--- src/rtl/pipe_reg_hs_if.sv ---
// Handshake bundle for pipe_reg_hs: upstream valid/ready/data, downstream valid/ready/data,
// flush and occupancy count. The master side drives the pipe; the slave side is the pipe.
interface pipe_reg_hs_if #(
    parameter int N     = 32,
    parameter int DEPTH = 2
) ();
    localparam int CW = $clog2(DEPTH + 1);

    logic          flush;
    logic          in_valid;
    logic          in_ready;
    logic [N-1:0]  in_data;
    logic          out_valid;
    logic          out_ready;
    logic [N-1:0]  out_data;
    logic [CW-1:0] count;

    modport master (
        output flush, in_valid, in_data, out_ready,
        input  in_ready, out_valid, out_data, count
    );

    modport slave (
        input  flush, in_valid, in_data, out_ready,
        output in_ready, out_valid, out_data, count
    );
endinterface

--- src/rtl/pipe_reg_hs.sv ---
// Elastic pipeline register: DEPTH valid/ready stages of N bits, with back-pressure that
// fills bubbles, a synchronous flush and a registered occupancy count.
module pipe_reg_hs #(
    parameter int           N     = 32,
    parameter int           DEPTH = 2,
    parameter logic [N-1:0] INIT  = '0
) (
    input logic          clk,
    input logic          rst_n,
    pipe_reg_hs_if.slave bus
);
    localparam int            CW  = $clog2(DEPTH + 1);
    localparam logic [CW-1:0] ONE = CW'(1);

    logic [DEPTH-1:0] v_q, v_d;
    logic [N-1:0]     d_q [DEPTH];
    logic [N-1:0]     d_d [DEPTH];
    logic [CW-1:0]    count_q, count_d;
    logic [DEPTH-1:0] r;
    logic             rdy;
    logic             in_rdy, out_vld, in_xfer, out_xfer;

    // NOTE: combinational logic uses blocking '=' so the ripple temporary is read in program
    // order; only the always_ff below uses '<=' for state.
    always_comb begin
        rdy        = !v_q[DEPTH-1] | bus.out_ready;
        r[DEPTH-1] = rdy;
        for (int k = DEPTH - 2; k >= 0; k--) begin
            rdy  = !v_q[k] | rdy;
            r[k] = rdy;
        end
    end

    assign in_rdy   = r[0] & !bus.flush;
    assign out_vld  = v_q[DEPTH-1] & !bus.flush;
    assign in_xfer  = bus.in_valid & in_rdy;
    assign out_xfer = out_vld & bus.out_ready;

    assign bus.in_ready  = in_rdy;
    assign bus.out_valid = out_vld;
    assign bus.out_data  = d_q[DEPTH-1];
    assign bus.count     = count_q;

    // NOTE: every next-state signal takes its hold value first, so no path leaves it unassigned
    // and no latch is inferred.
    always_comb begin
        v_d     = v_q;
        d_d     = d_q;
        count_d = count_q;
        if (bus.flush) begin
            v_d     = '0;
            count_d = '0;
            for (int k = 0; k < DEPTH; k++) d_d[k] = INIT;
        end else begin
            if (r[0]) begin
                v_d[0] = bus.in_valid;
                if (bus.in_valid) d_d[0] = bus.in_data;
            end
            // Empty slots never overwrite data, so a stage keeps stale data while empty.
            for (int k = 1; k < DEPTH; k++) begin
                if (r[k]) begin
                    v_d[k] = v_q[k-1];
                    if (v_q[k-1]) d_d[k] = d_q[k-1];
                end
            end
            if (in_xfer && !out_xfer) begin
                count_d = count_q + ONE;
            end else if (out_xfer && !in_xfer) begin
                count_d = count_q - ONE;
            end
        end
    end

    // NOTE: the data registers are reset as well, because out_data must read INIT straight
    // out of reset; this is a small register array, not a RAM macro.
    always_ff @(posedge clk or negedge rst_n) begin
        if (!rst_n) begin
            v_q     <= '0;
            count_q <= '0;
            for (int k = 0; k < DEPTH; k++) d_q[k] <= INIT;
        end else begin
            v_q     <= v_d;
            d_q     <= d_d;
            count_q <= count_d;
        end
    end
endmodule

--- src/flat_wrapper.sv ---
// flat-port wrapper written by rule: the top's interface ports become plain ports
module pipe_reg_hs_flat 
#(
    parameter int           N     = 32,
    parameter int           DEPTH = 2,
    parameter logic [N-1:0] INIT  = '0
)
  (clk, rst_n, bus_flush, bus_in_valid, bus_in_data, bus_out_ready, bus_in_ready, bus_out_valid, bus_out_data, bus_count);
  pipe_reg_hs_if #(.N(N), .DEPTH(DEPTH)) bus_i ();
  input logic clk;
  input logic rst_n;
  input wire logic [$bits(bus_i.flush)-1:0] bus_flush;
  input wire logic [$bits(bus_i.in_valid)-1:0] bus_in_valid;
  input wire logic [$bits(bus_i.in_data)-1:0] bus_in_data;
  input wire logic [$bits(bus_i.out_ready)-1:0] bus_out_ready;
  output wire logic [$bits(bus_i.in_ready)-1:0] bus_in_ready;
  output wire logic [$bits(bus_i.out_valid)-1:0] bus_out_valid;
  output wire logic [$bits(bus_i.out_data)-1:0] bus_out_data;
  output wire logic [$bits(bus_i.count)-1:0] bus_count;
  assign bus_i.flush = bus_flush;
  assign bus_i.in_valid = bus_in_valid;
  assign bus_i.in_data = bus_in_data;
  assign bus_i.out_ready = bus_out_ready;
  assign bus_in_ready = bus_i.in_ready;
  assign bus_out_valid = bus_i.out_valid;
  assign bus_out_data = bus_i.out_data;
  assign bus_count = bus_i.count;
  pipe_reg_hs #(.N(N), .DEPTH(DEPTH), .INIT(INIT)) u_core (.clk(clk), .rst_n(rst_n), .bus(bus_i));
endmodule
--- config.mk ---
export PLATFORM = sky130hd
export DESIGN_NAME = pipe_reg_hs_flat
export DESIGN_NICKNAME = d
export VERILOG_FILES = /design/src/rtl/pipe_reg_hs_if.sv /design/src/rtl/pipe_reg_hs.sv /design/src/flat_wrapper.sv
export SDC_FILE = /design/constraint.sdc
export NUM_CORES = 1
export LEC_CHECK = 0
export BUFFER_PORTS_ARGS = -buffer_cell sky130_fd_sc_hd__buf_2
export CAP_MARGIN = 15
export CORE_ASPECT_RATIO = 0.75
export CORE_MARGIN = 1.5
export CORE_UTILIZATION = 52
export DETAILED_ROUTE_END_ITERATION = 16
export PLACE_DENSITY_LB_ADDON = 0.2
export SETUP_SLACK_MARGIN = 0.1
export SYNTH_ARGS = -nofsm -noshare
export SYNTH_HDL_FRONTEND = slang
export SYNTH_SLANG_ARGS = --single-unit
--- constraint.sdc ---
create_clock -name clk -period 1.4 [get_ports clk]
set_input_delay 0.14 -clock clk [delete_from_list [all_inputs] [get_ports clk]]
set_output_delay 0.14 -clock clk [all_outputs]
set_load 0.02 [all_outputs]
---- Word level (Yosys, flattened, before mapping) ----
Index checks and enable logic that the tools add are counted.
word-level totals
  register bits after elaboration ......... 68
  input bits .............................. 37
  logic and storage cells ................. 38
cells by class
  $add $sub $neg .......................... 2
  mux-type cells .......................... 11
  bitwise logic cells ..................... 6
  reduce and logical (&&, ||, !) cells .... 14
operators by type and width
  kind                 number
  $mux 32              4
  $mux 64              1
  $mux 2               4
  $reduce_bool 2->1    4
  $logic_not 1->1      5
  $and 1x1->1          4
  $reduce_and 2->1     2
  $reduce_bool 3->1    1
  $add 2x1->2 const B  1
  $logic_and 1x1->1    2
  $mux 1               2
  $or 1x1->1           2
  $sub 2x1->2 const B  1

---- Longest topological paths before layout ----
  depth after elaboration ................. 10
  depth in mapped cells ................... 4
  depth with buffers taken out ............ 3

---- Least setup slack after synthesis ----
No wires, ideal clock.
  kind .................................... register -> register
  start ................................... register u_core.v_q[0]
  end ..................................... register u_core.d_q[33] (netlist bit)
  arrival ................................. 1,177 ps
  path slack .............................. 157 ps
  cell stages (with the launch flop) ...... 5
  path buffers ............................ 1
  clock period less this slack ............ 1,243 ps
  cell sequence ........................... dfrtp_1 and3b_1 nor3b_2 buf_4 a22o_1
between the ends
  cells in the longest elaborated chain, start to end .. 4
RTL lines
  element                             RTL line           text
  start, declared                     pipe_reg_hs.sv:15  logic [DEPTH-1:0] v_q, v_d;
  start signal, assigned              pipe_reg_hs.sv:82  v_q <= v_d;
  $logic_not 1->1                     pipe_reg_hs.sv:29  rdy = !v_q[k] | rdy;
  $or 1x1->1                          pipe_reg_hs.sv:29
  $reduce_bool 2->1 (no source line)  -
  $reduce_and 2->1 (no source line)   -
  end signal, assigned                pipe_reg_hs.sv:83  d_q <= d_d;
  end, declared                       pipe_reg_hs.sv:16  logic [N-1:0] d_q [DEPTH];
Every way passes these cells.
A chain may end at the register's enable or synchronous reset.

---- Worst setup path after layout ----
  start ................................... register u_core.v_q[0]
  end ..................................... register u_core.d_q (netlist bit u_core.bus.out_data[30])
between the ends
  cells in the longest elaborated chain, start to end .. 2
RTL lines
  element
  $reduce_bool 2->1 (no source line)
  $reduce_and 2->1 (no source line)
Every way passes these cells.

==> summary.txt <==
static leakage power - 1.82 nW
hold_ws - 0.0122 ns
Yosys Warn Count - 0
worst-path fanout max - 9
Final Worst Setup Slack - -0.0172 ns
Worst VDD drop - 0.000761 V
DPL Wire Length - 3.32 mm
FMAX - 0.706 GHz
Core Area - 4980 um^2
status - finished, violations left
vias in the first global route - 1757
crit path DAT - 1.65 ns
Post-DP Area - 3040 um^2
synthesized area per cell - 13.6 um^2
I/O Pins - 73
Placer Congestion - 0.743
Setup TNS - -0.158 ns
Post-Synthesis Cells - 202
gr usage total - 21.9%
worst min-delay path category - in -> reg
Clock Sinks - 68
placed cells - 311
Net Count, Synth - 239
die height - 65.9 um
largest net degree at the start of global routing - 69
CP Capture Type - flip-flop
critical path type - reg -> reg
Clock Root Buffer - clkbuf_8
worst slew pin tran - 0.349 ns
failing checks - negative setup slack
fin crit period - 1.42 ns
Mapped Area - 2740 um^2
initial antenna violation count - 0
Final setup violation count - 23
clk buf depth - 2
DRC - 0
non-filler cells, final - 338
period utilization - 101%
# port buffers - 72
synthesized flop and latch total - 68
Max transition margin - 76.7%
skew final - 0.00569 ns
Pwr Density - 1200 nW/um^2
Vias/cell - 5.29
Cell variety after synth - 16
wire length per cell - 16.9 um
grt total ovfl - 0
Worst EP required - 1.63 ns
initial core utilization - 55.0%
cts bufs inserted - 9
Detail Route Antenna Nets - 0
drt total wl - 5.72 mm
initial DRC count - 63
Clock Latency Late Sink - 0.34 ns
Reg clk slew, reported paths - 0.07 ns
Design Area, Final - 3450 um^2
Worst setup SP type - flip-flop
DIE AREA - 5720 um^2
global-route wire length before repair - 9.08 mm
Max Slew Vio Count - 0
Placement Rows - 22
Hold Violations, Final - 0
1st-pass router iterations - 4
RSZ-0062 raised after global routing - yes
most frequent cells in the layout - buf_2 (70), dfrtp_1 (68), a22o_1 (64)
CTS tree - built
most common cell after layout, fill and taps aside - buf_2
area delta synth->final - 25.9%
Max Cap Viol - 0
die width - 86.8 um
number of H-tree levels - 3
vias post-DR - 1787
Antenna Cells - 0
register area share after synthesis - 62.1%
share of cells above drive strength 1 - 43.2%
Nets - 300
==> cells by family (layout without fill, tap and decap cells) <==
| group | after synthesis | after routing | synth area share, % |
|---|---|---|---|
| multiplexers | 2 | 2 | 0.821 |
| buffers and inverters | 45 | 109 | 11.4 |
| AO/OA/AOI/OAI | 69 | 69 | 21.4 |
| AND/OR/NAND/NOR | 18 | 18 | 4.29 |
| flip-flops | 68 | 68 | 62.1 |
==> sequential cells by signal (all words and copies together), names as in the netlist <==
register,count
u_core.bus.count,2
u_core.v_q,2
u_core.d_q,32
u_core.bus.out_data,32
==> layout make-up <==
cell class | count | area, um^2
clock inverters | 2 | 35.0
clock buffers | 12 | 155
well taps | 72 | 90.1
multi-input cells | 89 | 773
fillers | 352 | 1530
repair buffers | 95 | 696
flip-flops and latches | 68 | 1700
==> synthesized netlist by cell type <==
cell      count  share of area, %
nor4bb_1      1              0.37
buf_4        35               9.6
a22o_1       64                20
buf_2        10               1.8
nor3b_2       2              0.91
nand2b_1      1              0.23
and3b_1       2              0.64
o21ai_0       1              0.18
mux2_2        1              0.41
nor2b_1       4              0.91
a21oi_1       3              0.55
nor2_1        7              0.96
a31oi_1       1              0.23
dfrtp_1      68                62
nand3b_1      1              0.27
mux2_1        1              0.41
==> worst max-delay path: stages, from the launching register on <==
cell and delay (ns):
dfrtp_1 0.41, buf_4 0.15, buf_4 0.13, nor3b_4 0.15
buf_4 0.14, clkbuf_16 0.15, a22o_1 0.18
==> where the power goes <==
| part | total [mW] | switching, mW | internal [mW] |
|---|---|---|---|
| logic | 0.465 | 0.240 | 0.225 |
| clock network | 1.57 | 0.667 | 0.898 |
| registers | 2.10 | 0.0503 | 2.05 |
| total | 4.13 | 0.958 | 3.17 |
==> per-layer routing <==
layer	part of all wire, %	wire [um]	track usage [%]	vias to the layer above
met5	0	0	0	-
met4	0.59	34	6.65	0
met3	6.6	375	8.36	4
met2	44	2500	31.4	56
met1	49	2810	31.0	885
li1	-	-	-	842
==> what timing repair did <==
item,4_1_cts,5_1_grt
setup buffers,5,2
resized for setup,8,7
hold buffers,2,0
endpoints found under the setup margin,37,68
cloned,2,2
pin swaps,4,4
endpoints found under the hold margin,69,0
==> path summary, 6_finish.rpt <==
path	start	end	cells after the start	slack [ns]
setup / recovery	u_core.v_q[0]	u_core.bus.out_data[30]	6	-0.02
max in group asynchronous	rst_n	u_core.d_q[61]	3	0.77
hold reg to reg	u_core.d_q[46]	u_core.bus.out_data[14]	1	0.49
min in group asynchronous	rst_n	u_core.bus.out_data[31]	3	0.35
setup reg to reg	u_core.v_q[0]	u_core.bus.out_data[30]	6	-0.02
hold / removal	bus_in_data[13]	u_core.d_q[45]	2	0.01
==> metrics by stage <==
| stage | total power [mW] | setup slack (ns) | util, % |
|---|---|---|---|
| 2_1_floorplan | 2.35 | 0.157 | - |
| 3_3_place_gp | 2.52 | 0.0932 | 60.9 |
| 3_5_place_dp | 2.53 | 0.0145 | 60.9 |
| 4_1_cts | 4.14 | -0.00856 | 67.5 |
| 5_1_grt | 4.32 | -0.0669 | 69.3 |
| 6_report | 4.13 | -0.0172 | 69.3 |
No activity file was read; power rests on OpenSTA's default activity.
